[config.mk]
export PLATFORM = sky130hd
export DESIGN_NAME = struct_record_serializer_flat
export DESIGN_NICKNAME = d
export VERILOG_FILES = /design/src/rtl/struct_record_serializer_if.sv /design/src/rtl/struct_record_serializer.sv /design/src/flat_wrapper.sv
export SDC_FILE = /design/constraint.sdc
export NUM_CORES = 1
export LEC_CHECK = 0
export CORE_ASPECT_RATIO = 1.1
export CORE_UTILIZATION = 30
export DETAILED_ROUTE_END_ITERATION = 10
export GPL_TIMING_DRIVEN = 0
export PLACE_DENSITY_LB_ADDON = 0.12
export SKIP_LAST_GASP = 1
export SYNTH_ARGS = -nofsm -noshare
export SYNTH_HDL_FRONTEND = slang
export SYNTH_SLANG_ARGS = --single-unit
[constraint.sdc]
create_clock -name i_clk -period 2.9 [get_ports i_clk]
set_input_delay 0.58 -clock i_clk [delete_from_list [all_inputs] [get_ports i_clk]]
set_output_delay 0.58 -clock i_clk [all_outputs]
set_load 0.01 [all_outputs]
[src/rtl/struct_record_serializer_if.sv]
// Record-in / word-out handshake bundle for struct_record_serializer.
//   slave  : serializer view (takes records, drives output words)
//   master : environment view (offers records, consumes output words)
// Record side : i_valid, o_ready, i_a, i_aa, i_aaa, i_kind, i_order, o_drop
// Word side   : o_valid, i_ready, o_data, o_last
interface struct_record_serializer_if;
  logic        i_valid;
  logic        o_ready;
  logic [9:0]  i_a;
  logic [9:0]  i_aa;
  logic [31:0] i_aaa;
  logic [1:0]  i_kind;
  logic        i_order;
  logic        o_valid;
  logic        i_ready;
  logic [15:0] o_data;
  logic        o_last;
  logic        o_drop;

  modport slave (
    input  i_valid, i_a, i_aa, i_aaa, i_kind, i_order, i_ready,
    output o_ready, o_valid, o_data, o_last, o_drop
  );

  modport master (
    output i_valid, i_a, i_aa, i_aaa, i_kind, i_order, i_ready,
    input  o_ready, o_valid, o_data, o_last, o_drop
  );
endinterface

[src/rtl/struct_record_serializer.sv]
// Serializes one (a, aa, aaa, kind) record per handshake into a framed
// stream of 16-bit words: header, then 1/2/4 payload words by kind.
// Ports:
//   i_clk : clock, rising edge
//   i_rst : asynchronous active-high reset
//   bus   : struct_record_serializer_if.slave (record in, words out)
// Parameter SEQ_WIDTH (1..12): width of the per-frame sequence counter.
module struct_record_serializer #(
  parameter int unsigned SEQ_WIDTH = 12
) (
  input  logic                      i_clk,
  input  logic                      i_rst,
  struct_record_serializer_if.slave bus
);

  localparam int unsigned DATA_W = 16;
  localparam int unsigned HDR_SEQ_W = 12;
  localparam logic [1:0] KIND_NONE = 2'd0;
  localparam logic [1:0] KIND_X    = 2'd1;
  localparam logic [1:0] KIND_Y    = 2'd2;

  typedef enum logic [2:0] {IDLE, HDR, WA, WAA, WAAA0, WAAA1} state_t;

  state_t               state, state_nxt;
  logic [SEQ_WIDTH-1:0] seq, seq_nxt;
  logic [9:0]           a_q, aa_q;
  logic [31:0]          aaa_q;
  logic [1:0]           kind_q;
  logic                 order_q;
  logic                 load;
  logic                 done;
  logic                 advance;
  logic                 valid_nxt, last_nxt, ready_nxt, drop_nxt;
  logic [DATA_W-1:0]    data_nxt;

  // State, counter, captured record and registered outputs.
  always_ff @(posedge i_clk or posedge i_rst) begin
    if (i_rst) begin
      state       <= IDLE;
      seq         <= '0;
      a_q         <= '0;
      aa_q        <= '0;
      aaa_q       <= '0;
      kind_q      <= '0;
      order_q     <= 1'b0;
      bus.o_valid <= 1'b0;
      bus.o_data  <= '0;
      bus.o_last  <= 1'b0;
      bus.o_drop  <= 1'b0;
      bus.o_ready <= 1'b1;
    end else begin
      state       <= state_nxt;
      seq         <= seq_nxt;
      bus.o_valid <= valid_nxt;
      bus.o_data  <= data_nxt;
      bus.o_last  <= last_nxt;
      bus.o_drop  <= drop_nxt;
      bus.o_ready <= ready_nxt;
      if (load) begin
        a_q     <= bus.i_a;
        aa_q    <= bus.i_aa;
        aaa_q   <= bus.i_aaa;
        kind_q  <= bus.i_kind;
        order_q <= bus.i_order;
      end
    end
  end

  // Next state and next output word; each word is computed one step ahead
  // so it appears on the bus right after the handshake that advances to it.
  always_comb begin
    state_nxt = state;
    seq_nxt   = seq;
    valid_nxt = bus.o_valid;
    data_nxt  = bus.o_data;
    last_nxt  = bus.o_last;
    ready_nxt = bus.o_ready;
    drop_nxt  = 1'b0;
    load      = 1'b0;
    done      = 1'b0;
    advance   = bus.o_valid && bus.i_ready;

    unique case (state)
      IDLE: begin
        if (bus.i_valid && bus.o_ready) begin
          load = 1'b1;
          if (bus.i_kind == KIND_NONE) begin
            drop_nxt = 1'b1;
          end else begin
            state_nxt = HDR;
            valid_nxt = 1'b1;
            data_nxt  = {bus.i_kind, 2'b00, HDR_SEQ_W'(seq)};
            last_nxt  = 1'b0;
            ready_nxt = 1'b0;
          end
        end
      end
      HDR: begin
        if (advance) begin
          state_nxt = WA;
          data_nxt  = DATA_W'(a_q);
          last_nxt  = (kind_q == KIND_X);
        end
      end
      WA: begin
        if (advance) begin
          if (kind_q == KIND_X) begin
            done = 1'b1;
          end else begin
            state_nxt = WAA;
            data_nxt  = DATA_W'(aa_q);
            last_nxt  = (kind_q == KIND_Y);
          end
        end
      end
      WAA: begin
        if (advance) begin
          if (kind_q == KIND_Y) begin
            done = 1'b1;
          end else begin
            state_nxt = WAAA0;
            data_nxt  = order_q ? aaa_q[31:16] : aaa_q[15:0];
            last_nxt  = 1'b0;
          end
        end
      end
      WAAA0: begin
        if (advance) begin
          state_nxt = WAAA1;
          data_nxt  = order_q ? aaa_q[15:0] : aaa_q[31:16];
          last_nxt  = 1'b1;
        end
      end
      WAAA1: begin
        if (advance) done = 1'b1;
      end
      default: state_nxt = IDLE;
    endcase

    // Final-word handshake: close the frame and bump the sequence number.
    if (done) begin
      state_nxt = IDLE;
      valid_nxt = 1'b0;
      data_nxt  = '0;
      last_nxt  = 1'b0;
      ready_nxt = 1'b1;
      seq_nxt   = seq + SEQ_WIDTH'(1);
    end
  end

endmodule

[src/flat_wrapper.sv]
// flat-port wrapper written by rule: the top's interface ports become plain ports
module struct_record_serializer_flat 
#(
  parameter int unsigned SEQ_WIDTH = 12
)
  (i_clk, i_rst, bus_i_valid, bus_i_a, bus_i_aa, bus_i_aaa, bus_i_kind, bus_i_order, bus_i_ready, bus_o_ready, bus_o_valid, bus_o_data, bus_o_last, bus_o_drop);
  struct_record_serializer_if bus_i ();
  input  logic i_clk;
  input  logic i_rst;
  input wire logic [$bits(bus_i.i_valid)-1:0] bus_i_valid;
  input wire logic [$bits(bus_i.i_a)-1:0] bus_i_a;
  input wire logic [$bits(bus_i.i_aa)-1:0] bus_i_aa;
  input wire logic [$bits(bus_i.i_aaa)-1:0] bus_i_aaa;
  input wire logic [$bits(bus_i.i_kind)-1:0] bus_i_kind;
  input wire logic [$bits(bus_i.i_order)-1:0] bus_i_order;
  input wire logic [$bits(bus_i.i_ready)-1:0] bus_i_ready;
  output wire logic [$bits(bus_i.o_ready)-1:0] bus_o_ready;
  output wire logic [$bits(bus_i.o_valid)-1:0] bus_o_valid;
  output wire logic [$bits(bus_i.o_data)-1:0] bus_o_data;
  output wire logic [$bits(bus_i.o_last)-1:0] bus_o_last;
  output wire logic [$bits(bus_i.o_drop)-1:0] bus_o_drop;
  assign bus_i.i_valid = bus_i_valid;
  assign bus_i.i_a = bus_i_a;
  assign bus_i.i_aa = bus_i_aa;
  assign bus_i.i_aaa = bus_i_aaa;
  assign bus_i.i_kind = bus_i_kind;
  assign bus_i.i_order = bus_i_order;
  assign bus_i.i_ready = bus_i_ready;
  assign bus_o_ready = bus_i.o_ready;
  assign bus_o_valid = bus_i.o_valid;
  assign bus_o_data = bus_i.o_data;
  assign bus_o_last = bus_i.o_last;
  assign bus_o_drop = bus_i.o_drop;
  struct_record_serializer #(.SEQ_WIDTH(SEQ_WIDTH)) u_core (.i_clk(i_clk), .i_rst(i_rst), .bus(bus_i));
endmodule
Yosys cells after proc, flatten, opt, wreduce, memory -nomap -nowiden. Index checks and enable logic that the tools add are counted.

Add/subtract/negate cells: 1. Bitwise logic cells: 0. Multipliers: 0. Equality and inequality tests: 17. Div/mod/pow operators: 0. Shift-type cells: 0. Reduce and logical (&&, ||, !) cells: 10. Muxes and demuxes: 49. Magnitude comparators: 0.

Operators by type and width (count): two-way mux 16 bit (11); case mux 16 bit (5 select lines) (1); two-way mux 3 bit (9); two-way mux 1 bit (25); case mux 3 bit (6 select lines) (1); AND reduction 9 bit (2); != test 3 x 1 -> 1 bit, second input constant (5); adder 12 x 1 -> 12 bit, second input constant (1); != test 3 x 2 -> 1 bit, second input constant (3); == test 3 x 2 -> 1 bit, second input constant (2); == test 3 bit, second input constant (2); nonzero test 6 bit (1); case mux 1 bit (5 select lines) (1); != test 2 x 1 -> 1 bit, second input constant (2); nonzero test 2 bit (2); == test 3 x 1 -> 1 bit, second input constant (1); logical NOT 3 bit (1); case mux 1 bit (3 select lines) (1); AND reduction 3 bit (1); == test 2 x 1 -> 1 bit, second input constant (1); == test 2 bit, second input constant (1); logical AND 1 bit (2); logical NOT 2 bit (1).

Memories kept: 0. Flip-flop bits (word level): 90. ROM bits: 0. Word-level logic and storage cells: 89. Memory bits (writable): 0. Bits of input ports: 59. Latch bits: 0. Output and inout port bits: 20.

Depth between registers and ports, before layout. Gate-level depths: netlist of run 1.

Depth after elaboration: 6. Depth in mapped cells: 8. Gate-level depth less buffers: 6.

Least setup slack after synthesis of run 1. OpenSTA, ideal clock, no wires.

Path kind: register to register. Start: register u_core.state[0]. End: register u_core.a_q[0]. Slack: 1.082 ns. Stages on the path, launching flop included: 8. Library setup time: 0.127 ns. Period minus slack after synthesis: 1.818 ns. Data required time: 2.773 ns. Buffers on the path: 4. Data arrival time: 1.690 ns. Path through: dfrtp_1 buf_6 or3_1 buf_6 nor2_4 buf_6 buf_6 mux2_1.

Cells in the longest elaborated chain, start to end: 2.

RTL lines: from (decl) (line struct_record_serializer.sv:24) `state_t state, state_nxt;`; from (signal assigned) (line struct_record_serializer.sv:52) `state <= state_nxt;`; logical NOT 3 bit (line struct_record_serializer.sv:83) `unique case (state)`; two-way mux 1 bit (line struct_record_serializer.sv:83); to (signal assigned) (line struct_record_serializer.sv:60) `a_q <= bus.i_a;`; to (decl) (line struct_record_serializer.sv:26) `logic [9:0] a_q, aa_q;`.

Every way passes these cells. A chain may end at the register's enable or synchronous reset.

Worst setup path in the final report of run 1.
Start: register u_core.state[1]. End: register u_core.bus.o_data[5].

Cells in the longest elaborated chain, start to end: 4. Elaborated cells on any way between the ends: 19. Classes of those cells: 13 x eq/ne; 3 x mux; 3 x reduce/logical.

RTL lines: == test 3 bit or == test 3 x 2 -> 1 bit (tied branches) (line struct_record_serializer.sv:83); case mux 1 bit (3 select lines) (line struct_record_serializer.sv:83); != test 3 x 1 -> 1 bit (no source line), or another cell as far along; AND reduction 9 bit (no source line); to (signal assigned) (line struct_record_serializer.sv:55) `bus.o_data <= data_nxt;`; to (decl) (line struct_record_serializer_if.sv:22) `output o_ready, o_valid, o_data, o_last, o_drop`.

Several ways; a longest one is shown, not always the timed one.

==> reports/metrics.cfg, run 1 <==
[outcome]
status=completed

[placement]
portBuffers=78
pre_cts_slack_ns=0.456
dp_hpwl_um=8890
dpl.cell_count=673
gp_congestion=0.780
place_area_um2=5630

[sta]
fin_ws_ns=0.803
clock.fmax_mhz=477
min_period_ns=2.10
setup_viol=0
finalHoldViolations=0
tightest_slew_ns=0.677
rsz0062_at_grt=false
relSlewSlack_pct=54.8
whs_ns=0.476
fin_tns_setup_ns=0
finClkSkew_ns=0.00522
slew_violations=0
fin_crit_sh_pct=72.3

[routing]
drtPass1Iterations=5
route.detailed.drc=0
antenna_left=0
via_count=3362
viasPerCell=4.89
drt_wl_total_um=11800
dr.first_iter.drc_count=211
routedWlPerCell_um=17.1

[synthesis]
synthAdderAreaFrac_pct=0.274
synth_nets=461
synth_top_family_by_area=multiplexers
synth_warnings=0
muxShareOfSynthArea_pct=18.2
synth_edf_count=0
synth_top_area_share_pct=48.8
yosysSeqAreaShare_pct=49.4
synthArstFlopShare_pct=100
syn_avg_cell_area_um2=11.4
synth.distinct_cells=51
synth-simple-area-share_pct=10.9
synth_compound_area_share_pct=13.8
syn-cell-area_um2=4560
synth_xor_area_share_pct=2.28
synthTopCellsByArea=dfrtp_1, mux2_1, mux2i_1, mux2_2, o21ai_0
ys_ff_latch=90
synth_largest_area_cell=dfrtp_1
synthCells=401
ys.flop_type=dfrtp_1

[pwr]
p_int_mw=2.01
p_switching_mw=0.515
clockPowerShare_pct=45.8
combPwrFrac_pct=4.5
p_leak_nw=2.56
peakVddDrop_mv=0.209
p_sw_share_pct=20.4
powerDensity_nw_per_um2=428
power_mw=2.53
seqPwrFrac_pct=49.6

[cells_and_area]
layout.nets=552
layout_commonest_cell=dfrtp_1
nFillCells=1480
n_antenna_cell=0
layout_common_cells=dfrtp_1, clkdlybuf4s50_1, o21ai_0
stdcell_count=688
fin_area_um2=5910
area_growth_pct=29.6
drive_gt1_share_pct=13.5
post-route-util_pct=40.5

[floorplan]
die-area_um2=15700
fp.coreArea_um2=14600
die_h_um=131
rows=46
chipWidth_um=120
pin_count=79
start_util_pct=31.2

[worst_setup_path]
start_kind=flip-flop
crit_fanout=10
worstPathCellList=buf_2 -> clkbuf_1 -> a21oi_1 -> o21ai_0 -> o221ai_1 -> a32o_1
worst_path_max_delay_cell=dfrtp_1
r2r_cells=6
reg2reg_to=u_core.bus.o_data[5]
crit_arrival_ns=2.33
critPathMaxStageDelay_ns=0.44
rr_startpoint=u_core.state[1]
startpoint=u_core.state[1]
cp-end-kind=flip-flop
required_ns=3.14
path_class=reg2reg
regToRegSetupSlack_ns=0.80

[cts]
clk_pin_slew_ns=0.06
cts-resized-gates=0
cts_hold_buf=0
clock_sinks=90
root_buffer=clkbuf_16
clk_latency_ns=0.35
cts_buffers=9
cts_tree=done
clock_path_buffers=2
postCtsSetupBuffers=0
cts_max_level=3

[worst_hold_path]
hold_path_depth=1
min_from=u_core.seq[11]
whs_endpoint=u_core.seq[11]
hp-class=reg2reg

[global_routing]
antenna_found_initial=0
grt_pass1_wl_um=18800
grt_max_degree=35
gr-total-overflow=0
grt_use_total_pct=15.9
grt_pass1_vias=3354

[run]
maxCapViolCount=0

==> worst max path at each step <==
stage / cells after the start / slack, ns / endpoint
2_1_floorplan: 7 / 1.08 / u_core.a_q[0]
3_3_place_gp: 2 / 0.18 / u_core.aaa_q[8]
3_5_place_dp: 6 / 0.46 / u_core.bus.o_last
4_1_cts: 6 / 0.81 / u_core.bus.o_last
5_1_grt: 6 / 0.68 / u_core.bus.o_data[5]
6_report: 6 / 0.80 / u_core.bus.o_data[5]
==> cell usage after synthesis, types with 5 or more instances <==
master,number
dfrtp_1,89
buf_2,10
nand2b_1,16
xnor2_1,8
mux2_1,30
nand2_1,29
clkbuf_1,7
a21oi_1,13
mux2_2,16
o21ai_0,32
mux2i_1,31
nor2_1,16
o221ai_1,10
o31ai_1,6
nor3_1,5
a32o_1,9
buf_6,8
inv_1,12
==> registers in the layout, indices dropped and copies added (netlist names) <==
| name | flops |
|---|---|
| u_core.a_q | 10 |
| u_core.kind_q | 2 |
| u_core.bus.o_valid | 1 |
| u_core.bus.o_ready | 1 |
| u_core.aaa_q | 32 |
| u_core.order_q | 1 |
| u_core.bus.o_data | 16 |
| u_core.aa_q | 10 |
| u_core.bus.o_last | 1 |
| u_core.bus.o_drop | 1 |
| u_core.state | 3 |
| u_core.seq | 12 |
==> area by class of cell <==
cell class | count | area (um2) | area share [%]
Buffer | 29 | 196 | 3.32
Tap cell | 192 | 240 | 4.06
Multi-Input combinational cell | 270 | 2070 | 35.0
Timing Repair Buffer | 80 | 821 | 13.9
Sequential cell | 90 | 2250 | 38.1
Clock buffer | 12 | 246 | 4.17
Clock inverter | 3 | 40.0 | 0.677
Inverter | 12 | 48.8 | 0.825
==> kinds of logic (layout without fill, tap and decap cells) <==
family,count (synthesis),in the layout
adder cells (fa/ha/maj),1,1
buffers and inverters,41,136
AO/OA/AOI/OAI,90,90
AND/OR/NAND/NOR,91,91
multiplexers,77,77
XOR/XNOR,11,11
flip-flops,90,90
==> routing by layer <==
metal  GRT usage [%]  vias to the layer above  share of wire (%)
li1                -                     1619                  -
met1            21.7                     1645                 48
met2            24.5                       83                 46
met3            2.91                       15                3.6
met4            6.88                        0                2.2
met5               0                        -                  0
==> worst max-delay path, delay by kind of cell (launching register included) <==
family                 cells  cell delay, ns
AO/OA/AOI/OAI              4            0.93
flip-flops                 1            0.44
buffers and inverters      2            0.63
==> power groups by stage <==
| stage | logic, mW | clock network (mW) | registers, mW |
|---|---|---|---|
| after floorplan | 0.0193 | 0 | 1.28 |
| after global placement | 0.112 | 0 | 1.28 |
| after detailed placement | 0.119 | 0 | 1.28 |
| after CTS | 0.119 | 1.20 | 1.26 |
| after global routing | 0.126 | 1.25 | 1.25 |
| final | 0.115 | 1.16 | 1.26 |
No activity file was read; power rests on OpenSTA's default activity.
==> inputs of run 2 (changes only) <==
==> constraint.sdc (replaced) <==
create_clock -name i_clk -period 1.9 [get_ports i_clk]
set_input_delay 0.38 -clock i_clk [delete_from_list [all_inputs] [get_ports i_clk]]
set_output_delay 0.38 -clock i_clk [all_outputs]
set_load 0.01 [all_outputs]
==> run 2 against run 1 <==
Compared with the run above: the flow now finishes with violations (setup timing); critical path depth is 1 higher; die area stayed put; core utilization is 3.4 points higher; register-to-register slack worse by 0.82 ns; routed wire length is 6.6% higher; cell count is 3.2% higher; global-route usage is 0.074 points higher; clock skew is 0.0017 ns higher; power is 53% higher.
==> reports/metrics.cfg, run 2 (synthesis results as in run 1) <==
[routing]
via_count=3484
antenna_left=0
viasPerCell=4.91
routedWlPerCell_um=17.7
drt_wl_total_um=12600
route.detailed.drc=0
dr.first_iter.drc_count=193
drtPass1Iterations=4

[cells_and_area]
biggestRegsByFlops=u_core.aaa_q (32), u_core.bus.o_data (16), u_core.seq (12)
largest_reg_flops=32
layout_commonest_cell=dfrtp_1
layout_common_cells=dfrtp_1, clkdlybuf4s50_1, mux2i_1, mux2_4, nand2_1
regMostFlops=u_core.aaa_q
n_antenna_cell=0
area_growth_pct=40.6
drive_gt1_share_pct=25.7
layout.nets=574

[worst_setup_path]
critPathBufInv=4
worstPathCellList=buf_6 -> or3_4 -> buf_6 -> nor2_4 -> buf_12 -> clkbuf_16 -> mux2_4
worst-path-stages=7
crit_family=buffers and inverters
critPathMaxStageDelay_ns=0.37
cp-end-kind=flip-flop
r2r_cells=7
worst_path_max_delay_cell=dfrtp_1
startpoint=u_core.state[0]
rr_startpoint=u_core.state[0]
crit_top_cell=buf_6
start_kind=flip-flop
crit_arrival_ns=2.15
required_ns=2.13
path_class=reg2reg
crit_fanout=5

[cts]
clock_sinks=90
cts_max_level=3
cts_buffers=9
clock_path_buffers=2
cts_tree=done
clk_latency_ns=0.35
clk_pin_slew_ns=0.06
root_buffer=clkbuf_16
cts_hold_buf=0

[sta]
relSlewSlack_pct=54.7
setup_viol=34
rsz0062_at_grt=true
fin_ws_ns=-0.0202
finalHoldViolations=0
fin_crit_sh_pct=101
slew_violations=0
tightest_slew_ns=0.678
finClkSkew_ns=0.00688
clock.fmax_mhz=521
min_period_ns=1.92

[global_routing]
antenna_found_initial=0
grt_pass1_vias=3364
grt_use_total_pct=16.0
gr-total-overflow=0
grt_pass1_wl_um=18900
grt_max_degree=35

[worst_hold_path]
hold_path_depth=1
hp-class=reg2reg
min_from=u_core.seq[11]

[placement]
pre_cts_slack_ns=-0.344
portBuffers=78
gp_congestion=0.780
dp_hpwl_um=8890

[outcome]
status=complete, but fails checks
violations=setup timing

[pwr]
p_leak_nw=2.72
peakVddDrop_mv=0.292
powerDensity_nw_per_um2=603
power_mw=3.87

[floorplan]
pin_count=79
fp.coreArea_um2=14600
chipWidth_um=120
die-area_um2=15700
die_h_um=131
start_util_pct=31.2
rows=46

[run]
maxCapViolCount=0

## run 2: cell type report
type                    count  area [um2]
flip-flops and latches     90        2250
repair buffers            101        1070
well taps                 192         240
plain buffers              29         264
clock inverters             3        40.0
inverters                  12        48.8
clock buffers              12         246
fillers                  1426        8200
multi-input cells         271        2250
## run 2: routing by layer
layer  routed length [um]  vias up  share of wire, %  global-route usage (%)
met3                  461       15               3.7                    2.91
li1                     -     1669                 -                       -
met5                    0        -                 0                       0
met2                 5910       83                47                    24.6
met4                  255        0               2.0                    6.88
met1                 5930     1717                47                    21.8
## run 2: through the flow
| step | hold slack (ns) | instance area [um2] | cells | util [%] | TNS [ns] |
|---|---|---|---|---|---|
| 3_5_place_dp | 0.470 | 5630 | 673 | 38.5 | -9.28 |
| 4_1_cts | 0.482 | 5970 | 691 | 40.8 | -0.777 |
| 2_1_floorplan | 0.446 | 4570 | 401 | - | 0 |
| 5_1_grt | 0.504 | 6410 | 710 | 43.9 | -2.66 |
| 3_3_place_gp | 0.464 | 5590 | 671 | 38.2 | -63.91 |
| 6_report | 0.476 | 6410 | 710 | 43.9 | -0.322 |
## run 2: worst paths after layout
check                      slack (ns)               endpoint
setup / recovery                -0.02       u_core.kind_q[1]
hold / removal                   0.48         u_core.seq[11]
setup reg to reg                -0.02       u_core.kind_q[1]
hold reg to reg                  0.48         u_core.seq[11]
max in group asynchronous        0.80        u_core.aaa_q[3]
min in group asynchronous        0.49  u_core.bus.o_data[14]
## run 2: what timing repair did
action                                  CTS  global route
endpoints found under the setup margin   38            78
resized for setup                        12            64
setup buffers                             3            14
pin swaps                                 1             5
cloned                                    0             5
## run 2: where the power goes
group	internal, mW	switching [mW]	total (mW)
clock network	1.04	0.728	1.77
registers	1.92	0	1.92
logic	0.114	0.0645	0.179
total	3.08	0.792	3.87
==> inputs of run 3 (changes only) <==
--- a/config.mk
+++ b/config.mk
@@ -10,6 +10,7 @@
 export DETAILED_ROUTE_END_ITERATION = 10
 export GPL_TIMING_DRIVEN = 0
 export PLACE_DENSITY_LB_ADDON = 0.12
+export SETUP_SLACK_MARGIN = 0.3
 export SKIP_LAST_GASP = 1
 export SYNTH_ARGS = -nofsm -noshare
 export SYNTH_HDL_FRONTEND = slang
==> run 3 against run 2 <==
Compared with the run above: the run now ends clean; count of clock-buffer cells in the layout stayed put; fmax is 3.0% higher; die area stayed put; critical path type unchanged; non-clock buffer count is 20 higher; power is 1.1% higher.
==> reports/metrics.cfg, run 3 (synthesis results as in run 1) <==
[outcome]
status=completed

[routing]
routedWlPerCell_um=17.7
dr.first_iter.drc_count=143
drt_wl_total_um=12900
drtPass1Iterations=4
viasPerCell=4.86
antenna_left=0
route.detailed.drc=0
via_count=3547

[worst_setup_path]
worstPathCellList=buf_6 -> or3_4 -> buf_6 -> buf_6 -> nor2_4 -> a21oi_4 -> buf_6 -> a32o_1
path_class=reg2reg
crit_arrival_ns=2.10
critPathBufInv=4
regToRegSetupSlack_ns=0.04
crit_fanout=7
worst_path_max_delay_cell=dfrtp_1
cp-end-kind=flip-flop
crit_top_cell=buf_6
worstSetupEndpoint=u_core.bus.o_data[4]
rr_startpoint=u_core.state[0]
start_kind=flip-flop
critPathMaxStageDelay_ns=0.37
crit_family=buffers and inverters
required_ns=2.14
reg2reg_to=u_core.bus.o_data[4]
worst-path-stages=8
r2r_cells=8
startpoint=u_core.state[0]

[cts]
clk_pin_slew_ns=0.06
clk_latency_ns=0.35
cts_max_level=3
cts_buffers=9
cts_tree=done
clock_path_buffers=2
clock_sinks=90
root_buffer=clkbuf_16
cts_hold_buf=0

[placement]
gp_congestion=0.776
portBuffers=78
dp_hpwl_um=8830
place_area_um2=5660

[sta]
finClkSkew_ns=0.00959
tightest_slew_ns=0.691
finalHoldViolations=0
whs_ns=0.359
setup_viol=0
rsz0062_at_grt=true
fin_crit_sh_pct=98.1
relSlewSlack_pct=53.8
clock.fmax_mhz=536
slew_violations=0
min_period_ns=1.86

[global_routing]
grtUsageMet2_pct=27.8
grt_use_total_pct=17.2
grt_max_degree=35
gr-total-overflow=0
grt_pass1_vias=3617
use_met3_pct=2.95
grt_pass1_wl_um=20300
met1_usage_pct=22.9
gr-max-usage-layer=met2
antenna_found_initial=0

[worst_hold_path]
hold_path_depth=2
hp-class=in2reg

[cells_and_area]
drive_gt1_share_pct=30.7
fin_area_um2=6720
nFillCells=1435
layout.nets=595
post-route-util_pct=46.0
n_antenna_cell=0
largest_reg_flops=32
layout_commonest_cell=dfrtp_1
layout_common_cells=dfrtp_1, clkdlybuf4s50_1, mux2i_1
regMostFlops=u_core.aaa_q
biggestRegsByFlops=u_core.aaa_q (32), u_core.bus.o_data (16), u_core.seq (12)
area_growth_pct=47.2

[pwr]
powerDensity_nw_per_um2=582
p_int_mw=3.11
p_switching_mw=0.804
peakVddDrop_mv=0.322
p_leak_nw=3.03
power_mw=3.91
combPwrFrac_pct=4.5
p_sw_share_pct=20.6
clockPowerShare_pct=46.5
seqPwrFrac_pct=49.0

[floorplan]
start_util_pct=31.2
chipWidth_um=120
fp.coreArea_um2=14600
die-area_um2=15700
rows=46
die_h_um=131
pin_count=79

[run]
maxCapViolCount=0

-- run 3: cell types whose count changed in the layout (fill, tap and decap cells not counted), moves of 6 or more --
cell	before	now
buf_4	19	25
buf_6	7	25
clkdlybuf4s50_1	78	56
dlygate4sd2_1	0	19
mux2_1	0	27
mux2_4	31	5
nand2_1	28	12
nand2_2	2	14
o21ai_0	26	18
-- run 3: power by group through the flow --
stage	Sequential (mW)	Clock, mW	Combinational (mW)
floorplan	1.95	0	0.0296
global placement	1.95	0	0.172
detailed placement	1.95	0	0.182
CTS	1.92	1.87	0.182
global route	1.91	1.94	0.194
finish	1.92	1.82	0.178
-- run 3: repair_timing --
| action | in CTS | in global routing |
|---|---|---|
| pin swaps | 13 | 17 |
| cloned | 5 | 2 |
| setup buffers | 30 | 6 |
| setup endpoints to repair | 106 | 88 |
| resized for setup | 90 | 53 |
-- run 3: layer usage --
metal	vias up	wire length [um]
met2	69	6370
li1	1716	-
met5	-	0
met1	1749	5970
met4	0	205
met3	13	405
-- run 3: worst min-delay path by stage --
stage                               start                     to  slack (ns)
finish                      bus_i_kind[1]      u_core.bus.o_drop        0.36
global route                bus_i_kind[1]      u_core.bus.o_drop        0.39
CTS                        u_core.seq[11]         u_core.seq[11]        0.48
detailed placement         u_core.seq[11]         u_core.seq[11]        0.47
global placement    u_core.bus.o_data[11]  u_core.bus.o_data[11]        0.47
floorplan                  u_core.seq[11]         u_core.seq[11]        0.45
-- run 3: cell type report --
cell class | instances | area [um2] | share of cell area [%]
Multi-Input combinational cell | 272 | 2390 | 35.5
Clock buffer | 12 | 256 | 3.82
Tap cell | 192 | 240 | 3.58
Buffer | 29 | 292 | 4.34
Inverter | 12 | 48.8 | 0.726
Timing Repair Buffer | 121 | 1200 | 17.9
Clock inverter | 2 | 37.5 | 0.559
Sequential cell | 90 | 2250 | 33.6
-- run 3: metrics by stage --
stage | instances | TNS (ns) | setup WS [ns]
2_1_floorplan | 401 | 0 | 0.126
4_1_cts | 722 | 0 | 0.0360
6_report | 730 | 0 | 0.0358
3_5_place_dp | 673 | -8.92 | -0.385
5_1_grt | 730 | -0.606 | -0.0377
3_3_place_gp | 671 | -63.22 | -0.607
